`config.mk`:
```
export PLATFORM = sky130hd
export DESIGN_NAME = ps2_kbd_rx_fifo
export DESIGN_NICKNAME = d
export VERILOG_FILES = /design/src/rtl/ps2_kbd_rx_fifo.sv
export SDC_FILE = /design/constraint.sdc
export NUM_CORES = 1
export LEC_CHECK = 0
export ABC_CLOCK_PERIOD_IN_PS = 2800
export CORE_MARGIN = 8
export CORE_UTILIZATION = 60
export DETAILED_ROUTE_END_ITERATION = 7
export HOLD_SLACK_MARGIN = 0.02
export PLACE_DENSITY_LB_ADDON = 0.05
export SKIP_CTS_REPAIR_TIMING = 1
export SLEW_MARGIN = 30
export SYNTH_ARGS = -nofsm -noshare
export SYNTH_HDL_FRONTEND = slang
export SYNTH_SLANG_ARGS = --single-unit
```
`constraint.sdc`:
```
create_clock -name clk -period 2.8 [get_ports clk]
set_input_delay 0.28 -clock clk [delete_from_list [all_inputs] [get_ports clk]]
set_output_delay 0.28 -clock clk [all_outputs]
set_load 0.03 [all_outputs]
```
`src/rtl/ps2_kbd_rx_fifo.sv`:
```
// PS/2 keyboard receiver: synchronises ps2_clk/ps2_data, checks 11-bit frames, optionally folds E0/F0 prefixes, buffers entries in a FIFO.
// Latency: an entry reaches the FIFO head 2 clk cycles after the edge that captured the stop bit (plus SYNC_STAGES of pin synchronisation).
// Backpressure: none toward the keyboard; a push into a full FIFO is dropped and sets the sticky overflow flag.
//
// Ports:
//   clk        system clock, all logic on posedge
//   clrn       asynchronous active-low reset
//   ps2_clk    PS/2 clock pin (asynchronous)
//   ps2_data   PS/2 data pin (asynchronous)
//   nextdata_n active-low pop request, acted on at its 1->0 edge
//   data       scancode of the head entry
//   is_ext     E0 flag of the head entry
//   is_break   F0 flag of the head entry
//   ready      FIFO non-empty
//   overflow   sticky: an entry was dropped on a full FIFO; cleared by the next pop
//   frame_err  one-cycle pulse per discarded frame
//   count      number of entries held
//
// Optional feature macro: PS2_TIMEOUT_EN enables a mid-frame idle watchdog.

module ps2_kbd_rx_fifo #(
  parameter int FIFO_DEPTH     = 8,
  parameter int SYNC_STAGES    = 3,
  parameter int DECODE         = 1,
  parameter int TIMEOUT_CYCLES = 5000
) (
  input  logic                          clk,
  input  logic                          clrn,
  input  logic                          ps2_clk,
  input  logic                          ps2_data,
  input  logic                          nextdata_n,
  output logic [7:0]                    data,
  output logic                          is_ext,
  output logic                          is_break,
  output logic                          ready,
  output logic                          overflow,
  output logic                          frame_err,
  output logic [$clog2(FIFO_DEPTH):0]   count
);

  localparam int AW = $clog2(FIFO_DEPTH);

  // Elaboration-time parameter sanity checks.
  if (FIFO_DEPTH < 2 || (FIFO_DEPTH & (FIFO_DEPTH - 1)) != 0) begin : g_bad_depth
    $error("ps2_kbd_rx_fifo: FIFO_DEPTH must be a power of 2 and at least 2");
  end
  if (SYNC_STAGES < 2) begin : g_bad_sync
    $error("ps2_kbd_rx_fifo: SYNC_STAGES must be at least 2");
  end
  if (TIMEOUT_CYCLES < 1) begin : g_bad_timeout
    $error("ps2_kbd_rx_fifo: TIMEOUT_CYCLES must be at least 1");
  end

  // ---------------------------------------------------------------------------
  // Pin synchronisers and falling-edge detect on ps2_clk
  // ---------------------------------------------------------------------------
  logic [SYNC_STAGES-1:0] clk_sync;
  logic [SYNC_STAGES-1:0] dat_sync;
  logic                   ps2_clk_s;
  logic                   ps2_dat_s;
  logic                   ps2_clk_d;
  logic                   ps2_fall;

  always_ff @(posedge clk or negedge clrn) begin
    if (!clrn) begin
      clk_sync  <= '0;
      dat_sync  <= '0;
      ps2_clk_d <= 1'b0;
    end else begin
      clk_sync  <= {clk_sync[SYNC_STAGES-2:0], ps2_clk};
      dat_sync  <= {dat_sync[SYNC_STAGES-2:0], ps2_data};
      ps2_clk_d <= ps2_clk_s;
    end
  end

  assign ps2_clk_s = clk_sync[SYNC_STAGES-1];
  assign ps2_dat_s = dat_sync[SYNC_STAGES-1];
  // Sync chain and edge register reset low, so the idle-high line after
  // reset only produces a rising transition and never a spurious bit.
  assign ps2_fall  = ps2_clk_d & ~ps2_clk_s;

  // ---------------------------------------------------------------------------
  // Bit capture
  // ---------------------------------------------------------------------------
  logic [3:0]  bit_cnt;
  logic [10:0] frame_sr;
  logic        frame_rdy;
  logic        timeout_hit;

  always_ff @(posedge clk or negedge clrn) begin
    if (!clrn) begin
      bit_cnt   <= 4'd0;
      frame_sr  <= '0;
      frame_rdy <= 1'b0;
    end else begin
      frame_rdy <= 1'b0;
      if (ps2_fall) begin
        frame_sr[bit_cnt] <= ps2_dat_s;
        if (bit_cnt == 4'd10) begin
          bit_cnt   <= 4'd0;
          frame_rdy <= 1'b1;
        end else begin
          bit_cnt <= bit_cnt + 4'd1;
        end
      end else if (timeout_hit) begin
        bit_cnt <= 4'd0;
      end
    end
  end

  // ---------------------------------------------------------------------------
  // Mid-frame idle watchdog
  // ---------------------------------------------------------------------------
`ifdef PS2_TIMEOUT_EN
  localparam int TW = $clog2(TIMEOUT_CYCLES + 1);
  logic [TW-1:0] to_cnt;

  always_ff @(posedge clk or negedge clrn) begin
    if (!clrn) begin
      to_cnt <= '0;
    end else if (ps2_fall || bit_cnt == 4'd0 || timeout_hit) begin
      to_cnt <= '0;
    end else begin
      to_cnt <= to_cnt + 1'b1;
    end
  end

  assign timeout_hit = (bit_cnt != 4'd0) && !ps2_fall && (to_cnt == TW'(TIMEOUT_CYCLES));
`else
  assign timeout_hit = 1'b0;
`endif

  // ---------------------------------------------------------------------------
  // Frame check and prefix folding
  // ---------------------------------------------------------------------------
  logic [7:0] rx_byte;
  logic       frame_ok;
  logic       ext_pend;
  logic       brk_pend;
  logic       push_vld;
  logic [9:0] push_dat;

  assign rx_byte  = frame_sr[8:1];
  // Odd parity: data plus parity bit must hold an odd number of ones.
  assign frame_ok = ~frame_sr[0] & (^frame_sr[9:1]) & frame_sr[10];

  always_ff @(posedge clk or negedge clrn) begin
    if (!clrn) begin
      ext_pend  <= 1'b0;
      brk_pend  <= 1'b0;
      push_vld  <= 1'b0;
      push_dat  <= '0;
      frame_err <= 1'b0;
    end else begin
      push_vld  <= 1'b0;
      // A watchdog abort keeps pending prefixes; a bad frame clears them.
      frame_err <= timeout_hit;
      if (frame_rdy) begin
        if (!frame_ok) begin
          frame_err <= 1'b1;
          ext_pend  <= 1'b0;
          brk_pend  <= 1'b0;
        end else if (DECODE != 0 && rx_byte == 8'hE0) begin
          ext_pend <= 1'b1;
        end else if (DECODE != 0 && rx_byte == 8'hF0) begin
          brk_pend <= 1'b1;
        end else begin
          // In raw mode the pending flags never set, so flags push as 0.
          push_vld <= 1'b1;
          push_dat <= {ext_pend, brk_pend, rx_byte};
          ext_pend <= 1'b0;
          brk_pend <= 1'b0;
        end
      end
    end
  end

  // ---------------------------------------------------------------------------
  // FIFO: entry = {is_ext, is_break, data}
  // ---------------------------------------------------------------------------
  logic [9:0]  ram [FIFO_DEPTH];
  logic [AW:0] wptr;
  logic [AW:0] rptr;
  logic        nd_d;
  logic        empty;
  logic        full;
  logic        pop;
  logic        push_ok;

  assign empty   = (wptr == rptr);
  assign full    = (wptr[AW] != rptr[AW]) && (wptr[AW-1:0] == rptr[AW-1:0]);
  assign pop     = nd_d & ~nextdata_n & ~empty;
  // A pop in the same cycle frees the slot, so a push into a full FIFO
  // is still accepted then.
  assign push_ok = push_vld & (~full | pop);

  always_ff @(posedge clk or negedge clrn) begin
    if (!clrn) begin
      wptr     <= '0;
      rptr     <= '0;
      nd_d     <= 1'b1;
      overflow <= 1'b0;
      for (int i = 0; i < FIFO_DEPTH; i++) begin
        ram[i] <= '0;
      end
    end else begin
      nd_d <= nextdata_n;
      if (push_ok) begin
        ram[wptr[AW-1:0]] <= push_dat;
        wptr              <= wptr + 1'b1;
      end
      if (pop) begin
        rptr <= rptr + 1'b1;
      end
      // Set has priority over the pop-driven clear.
      if (push_vld && !push_ok) begin
        overflow <= 1'b1;
      end else if (pop) begin
        overflow <= 1'b0;
      end
    end
  end

  // Head is read straight from the RAM; when empty this shows the last
  // entry read (or the cleared reset content).
  assign {is_ext, is_break, data} = ram[rptr[AW-1:0]];
  assign ready = ~empty;
  assign count = wptr - rptr;

endmodule

```
# [After elaboration in Yosys (flattened, before gate mapping)]
# Index checks and enable logic that the tools add are counted.
[classes] n_addsub=4 magnitude_cmp=5 n_eq_ne=8 muxes=26 bitwise_logic=16 n_reduce_logical=10
[op_table] op="80-bit bitwise mux" n=1
[op_table] op="10-bit binary-select mux with 3-bit select" n=1
[op_table] op="10-bit demux with 3-bit select" n=1
[op_table] op="10-bit two-way mux" n=3
[op_table] op="1-bit two-way mux" n=17
[op_table] op="8-bit == test, second input constant" n=2
[op_table] op="4-bit by 1-bit adder with 4-bit output, second input constant" n=3
[op_table] op="11-bit bitwise mux" n=1
[op_table] op="9-bit XOR reduction" n=1
[op_table] op="4-bit >= comparator, second input constant" n=2
[op_table] op="3-bit NOT with 4-bit output" n=2
[op_table] op="1-bit NOT" n=7
[op_table] op="1-bit bitwise AND" n=6
[op_table] op="4-bit by 5-bit less-than comparator with 1-bit output, second input constant" n=1
[op_table] op="1-bit demux with 4-bit select" n=1
[op_table] op="4-bit == test" n=1
[op_table] op="4-bit == test, second input constant" n=1
[op_table] op="4-bit by 1-bit >= comparator with 1-bit output, second input constant" n=1
[op_table] op="1-bit logical AND" n=4
[op_table] op="4-bit by 1-bit less-than comparator with 1-bit output, second input constant" n=1
[op_table] op="4-bit two-way mux" n=1
[op_table] op="2-bit AND reduction" n=2
[op_table] op="4-bit AND reduction" n=1
[op_table] op="4-bit subtractor" n=1
[op_table] op="other kinds (7)" n=7
[totals] reg_bits=127 input_bits=5 out_inout_bits=17 elab_cells=92

# [Depth between registers and ports, before layout]
# Gate-level depths: netlist (run 1).
[logic_depth] depth_word=8 depth_mapped=8 ltp_nobuf=6

# [Worst setup path before layout (run 1)]
# OpenSTA, ideal clock, no wires.
[synth_path] path_type="reg-to-reg" from="register rptr[1]" to="register ram[30] (netlist bit)" setup_ns=0.125 arrival_ns=2.365 t_required_ns=2.675 path_slack_ns=0.311 stages_incl_launch_ff=9 n_path_buf=2 period_less_slack_ns=2.489 path_cell_list="dfrtp_1 buf_1 inv_1 ha_1 nand3_1 nor3_1 or3_1 buf_2 mux2_2"
[synth_between] elab_chain_cells=5 elab_cells_between_ends=8 cone_classes="eq/ne (2); bitwise (5); reduce/logical (1)"
[synth_lines] item="from (decl)" line_no="183" source="logic [AW:0] rptr;"
[synth_lines] item="from (signal assigned)" line_no="213" source="rptr <= rptr + 1'b1;"
[synth_lines] item="4-bit == test or 3-bit == test (tied branches)" line_no="190, 191"
[synth_lines] item="1-bit NOT or 1-bit logical AND (tied branches)" line_no="192, 191"
[synth_lines] item="1-bit bitwise AND or 1-bit NOT (tied branches)" line_no="192, 195"
[synth_lines] item="1-bit bitwise OR (*)" line_no="195" source="assign push_ok = push_vld & (~full | pop);"
[synth_lines] item="1-bit bitwise AND (*)" line_no="195"
[synth_lines] item="to (signal, indexed assignment)" line_no="209" source="ram[wptr[AW-1:0]] <= push_dat;"
[synth_lines] item="to (decl)" line_no="181" source="logic [9:0] ram [FIFO_DEPTH];"
# Mark *: on every way between the ends. The rest lies on a longest branch, timed or not.
# A chain may end at the register's enable or synchronous reset.

# [Worst setup path in the final report (run 1)]
[layout_path] from="register rptr[0]" to="output port data[0]"
[layout_between] elab_chain_cells=4
[layout_lines] item="3-bit NOT with 4-bit output (not written as such)" line_no="226" source="assign {is_ext, is_break, data} = ram[rptr[AW-1:0]];"
[layout_lines] item="10-bit binary-select mux with 3-bit select" line_no="226"
[layout_lines] item="10-bit two-way mux (not written as such) (2 in series)" line_no="226"
[layout_lines] item="to (decl)" line_no="32" source="output logic [7:0] data,"
# Every way passes these cells. The select of a mux whose other input is x is not followed.

==> results of run 1 <==
-- registers in the layout, indices dropped and copies added (netlist names), 3 cells and up --
| register | cells |
|---|---|
| ram | 80 |
| bit_cnt | 4 |
| frame_sr | 11 |
| dat_sync | 3 |
| rptr | 4 |
| wptr | 4 |
| push_dat | 10 |
| clk_sync | 3 |
-- layout make-up --
cell class | count | area (um^2)
Sequential cell | 127 | 3180
Fill cell | 664 | 2780
Multi-Input combinational cell | 252 | 2470
Clock buffer | 19 | 442
Timing Repair Buffer | 34 | 345
Tap cell | 133 | 166
Clock inverter | 13 | 161
Inverter | 14 | 52.6
-- per-layer routing --
layer	wire length [um]	global-route usage	vias up
met3	342	0.0596	8
met4	96	0.0639	0
li1	-	-	1532
met5	0	0	-
met1	5140	0.249	1757
met2	5580	0.312	45
-- logic make-up after synthesis --
kind of cell,count (synthesis)
DFF,127
adders and majority gates,11
buffers and inverters,28
xor gates and xnor gates,13
AOI/OAI and AO/OA,21
muxes,120
and+or+nand+nor,87
-- worst max-delay path, stage by stage (launching register included) --
cell and delay (ps):
dfrtp_1 410, buf_12 240, mux4_2 520, nand2_1 90, nand2_1 50, clkdlybuf4s50_1 590
-- power by group through the flow --
stage                     combinational (mW)  clock [mW]  sequential, mW
after floorplan                         1.06           0            2.13
after global placement                  1.42           0            2.17
after detailed placement                1.44           0            2.17
after CTS                               1.44        2.26            2.14
after global routing                    1.56        2.35            2.16
final                                   1.42        2.22            2.14
-- path summary, 6_finish.rpt --
kind	startpoint	endpoint	slack, ps	depth (start not counted)
worst min-delay path	nextdata_n	nd_d	180	1
max in group asynchronous	clrn	clk_sync[2]	1860	3
worst max-delay path	rptr[0]	data[0]	100	5
worst max register to register	wptr[0]	ram[59]	210	6
min in group asynchronous	clrn	push_vld	190	2
worst min register to register	clk_sync[0]	clk_sync[1]	350	0
-- Yosys cell counts (6+ instances only) --
library cell | count | area, um^2
buf_2 | 6 | 30.0
dfrtp_1 | 126 | 3150
ha_1 | 10 | 125
inv_1 | 14 | 52.6
mux2_2 | 90 | 1010
mux2_4 | 10 | 150
mux4_2 | 20 | 450
nand2_1 | 43 | 161
nand3_1 | 6 | 30.0
nor2_1 | 7 | 26.3
o21ai_0 | 6 | 30.0
xnor2_1 | 9 | 78.8
-- per-stage QoR --
stage	util	instance area, um^2	total power, mW	setup WS, ps	hold slack, ps
4_1_cts	0.707	6780	5.84	8.37	-368
6_report	0.710	6810	5.78	102	180
2_1_floorplan	-	5800	3.19	311	-15.6
5_1_grt	0.710	6810	6.07	1.40	171
3_5_place_dp	0.644	6180	3.61	194	197
3_3_place_gp	0.644	6180	3.59	332	190
==> impl_metrics.toml, run 1 <==
[clocking]
cts_root_buf = "clkbuf_8"
clk_path_buf_depth = 2
cts_tree = "done"
clk_pin_slew_ps = 60
cts_inserted_buffers = 17
htreeDepth = 4
clkLatencyLatePin_ps = 520
cts.sinks = 127

[min_path]
hold_class = "input pin to register"

[die]
dieHeight_um = 114
dieArea_um2 = 13100
core_um2 = 9590
initial_core_util = 0.604
rows = 36
pin_count = 22
die_w_um = 114

[logic_synthesis]
ys_seq_elements = 127
ys_types = 46
syn-num-nets = 423
syn_avg_cell_area_um2 = 14.2
synth_compound_area_frac = 0.0240
postSynthCellCount = 407
synth_warnings = 0
yosys.area_share.simple = 0.0749
synthMuxAreaShare = 0.278
syn_area_um2 = 5800
ys_seq_area_frac = 0.549
synth_top_family_by_area = "multiplexers"
yosys.area_share.xor_xnor = 0.0233
synthAdderAreaFrac = 0.0250
synth_edf_count = 0
async_flop_share = 1.00
ys.flop_type = "dfrtp_1"

[worst_setup_path]
required_ps = 2520
start_kind = "register"
arrival_ps = 2420
path_class = "register to output pin"
critPathMaxFanout = 23
setup.worst_path.end_class = "output pin"

[power_and_ir_drop]
p_leak_nw = 3.46
p_per_area_nw_per_um2 = 848
p_int_mw = 4.01
sw_frac_of_total = 0.306
ir_drop_mv = 0.728
pwr-share-clk = 0.384
combPwrFrac = 0.246
p_switching_mw = 1.77
pwr-share-seq = 0.371

[sta]
fin_crit_sh = 0.964
fin_crit_ps = 2700
worst_pin_slew_ps = 772
grt_setup_unrepaired = "no"
finalSetupViolCount = 0
clock_skew_ps = 6.84
drv_slew = 0
slew_headroom = 0.484
hold_viol = 0
fmax_mhz = 371
tns_ps = 0

[layout]
layout.nets = 462
layout_common_cells = "dfrtp_1, mux2_2, nand2_1"
area_delta_synth_final_pct = 17.6
n_antenna_cell = 0
finalNonFillerCells = 592
final_common_cell = "dfrtp_1"
drive_above_1_share = 0.392

[placement]
dp.cells = 559
gp_congestion = 0.804
dp_hpwl_mm = 7.28
port_buffers = 21

[global_routing]
grt_usage = 0.195
grt_pass1_vias = 3579
grt-ovfl-total = 0
grt_pass1_wl_mm = 19.2
antenna_found_initial = 0
grt_max_degree = 71

[detailed_routing]
via_count = 3342
wl_per_cell_um = 18.8
wirelength_mm = 11.2
vias_per_cell = 5.65
dr.pass1.iters = 4
ant_nets = 0
drt_iter0_drc = 144
route.detailed.drc = 0

[run]
maxCapViolations = 0

[outcome]
status = "finished, final reports clean"
Power figures use the tool's default switching activity.
==> run 2, diff against run 1 <==
Settings changed: CORE_MARGIN 8 to default.
==> run 2 against run 1 <==
  * Register-to-register slack improved by 60 ps
  * Combinational power barely moved
  * Cell count rose by 0.17%
  * Critical path type unchanged
==> impl_metrics.toml, run 2 (synthesis gave the netlist of run 1 again) <==
[outcome]
status = "finished, final reports clean"

[layout]
postLayoutCellArea_um2 = 6790
regMostFlops = "ram"
finalNonFillerCells = 593
layout_common_cells = "dfrtp_1, mux2_2, nand2_1"
reg_top3 = "ram: 80 flops, frame_sr: 11 flops, push_dat: 10 flops"
largest_register_ffs = 80
layout.nets = 467
nFillCells = 633
area_delta_synth_final_pct = 17.1
final_common_cell = "dfrtp_1"
n_antenna_cell = 0
drive_above_1_share = 0.399

[worst_setup_path]
critPathLaunch = "rptr[0]"
cp-endpoint = "data[5]"
reg2reg_depth = 6
start_kind = "register"
required_ps = 2520
path_class = "register to output pin"
arrival_ps = 2400
rrSetupSlack_ps = 270
critPathMaxFanout = 17
timing.rr.start = "wptr[0]"
setup.worst_path.end_class = "output pin"
rr_endpoint = "ram[56]"

[clocking]
cts.sinks = 127
clkLatencyLatePin_ps = 520
cts_tree = "done"
clk_path_buf_depth = 2
clk_pin_slew_ps = 60
htreeDepth = 4
cts_root_buf = "clkbuf_8"
cts_inserted_buffers = 17

[sta]
finalSetupViolCount = 0
tns_ps = 0
clock_skew_ps = 10.2
fin_crit_sh = 0.958
hold_viol = 0
worst_pin_slew_ps = 838
fin_crit_ps = 2680
grt_setup_unrepaired = "no"
hold_slack_ps = 184
drv_slew = 0
fmax_mhz = 373
slew_headroom = 0.441

[placement]
dp.cells = 560
gp_congestion = 0.795
dp_hpwl_mm = 7.23
port_buffers = 21
place_area_um2 = 6190

[detailed_routing]
wl_per_cell_um = 18.6
dr.pass1.iters = 4
drt_iter0_drc = 113
via_count = 3346
wirelength_mm = 11.0
vias_per_cell = 5.64
ant_nets = 0
route.detailed.drc = 0

[global_routing]
grt_pass1_vias = 3543
grt_pass1_wl_mm = 18.5
grt-ovfl-total = 0
grt_max_degree = 68
grt_usage = 0.251
antenna_found_initial = 0

[die]
die_w_um = 100
pin_count = 22
initial_core_util = 0.624
rows = 35
dieHeight_um = 100
dieArea_um2 = 10100
core_um2 = 9280

[min_path]
hold_class = "input pin to register"

[power_and_ir_drop]
p_per_area_nw_per_um2 = 832
p_leak_nw = 3.40
ir_drop_mv = 0.991

[run]
maxCapViolations = 0
==> run 2: cell types whose count changed in the layout (fill, tap and decap cells not counted), sizes merged <==
cell,before,now
buf,17,22
clkinvlp,4,3
inv,16,19
clkdlybuf4s50,7,10
bufinv,3,1
dlymetal6s2s,9,6
==> run 2: per-stage QoR <==
stage / util / setup slack, ps / total power, mW
2_1_floorplan: - / 311 / 3.19
3_3_place_gp: 0.666 / 376 / 3.57
3_5_place_dp: 0.666 / 291 / 3.60
4_1_cts: 0.728 / -55.5 / 5.68
5_1_grt: 0.731 / 2.25 / 5.92
6_report: 0.731 / 117 / 5.65
==> run 2: worst min-delay path by stage <==
| stage | from | end | slack [ps] | cells past startpoint |
|---|---|---|---|---|
| 2_1_floorplan | clrn | bit_cnt[0] | -20 | 0 |
| 3_3_place_gp | dat_sync[1] | dat_sync[2] | 330 | 0 |
| 3_5_place_dp | clk_sync[0] | clk_sync[1] | 340 | 0 |
| 4_1_cts | clrn | ram[79] | -120 | 1 |
| 5_1_grt | nextdata_n | nd_d | 180 | 1 |
| 6_report | nextdata_n | nd_d | 180 | 1 |
==> run 2: per-layer routing <==
metal  share of wire  up-vias  track usage
met5               0        -            0
li1                -     1549            -
met1            0.46     1725        0.340
met2            0.49       57        0.405
met3           0.028       15       0.0501
met4           0.015        0       0.0970
==> run 2: worst max-delay path, stage by stage (launching register included) <==
cell and delay (ps):
dfrtp_1 400, buf_8 230, mux4_2 520, nand2_1 90, nand2_1 60, clkdlybuf4s50_1 580
==> run 2: power by group <==
part | switching (mW) | total, mW | internal (mW)
clock | 0.833 | 2.07 | 1.24
combinational | 0.814 | 1.43 | 0.620
sequential | 0.159 | 2.14 | 1.98
==> run 2: final cells by class <==
class	instances	area, um^2	share of cell area
sequential	127	3180	0.468
timing repair buffer	39	358	0.0527
clock inverter	13	128	0.0188
tap	129	161	0.0238
inverter	14	52.6	0.00774
clock buffer	19	442	0.0651
multi-input combinational	252	2470	0.364
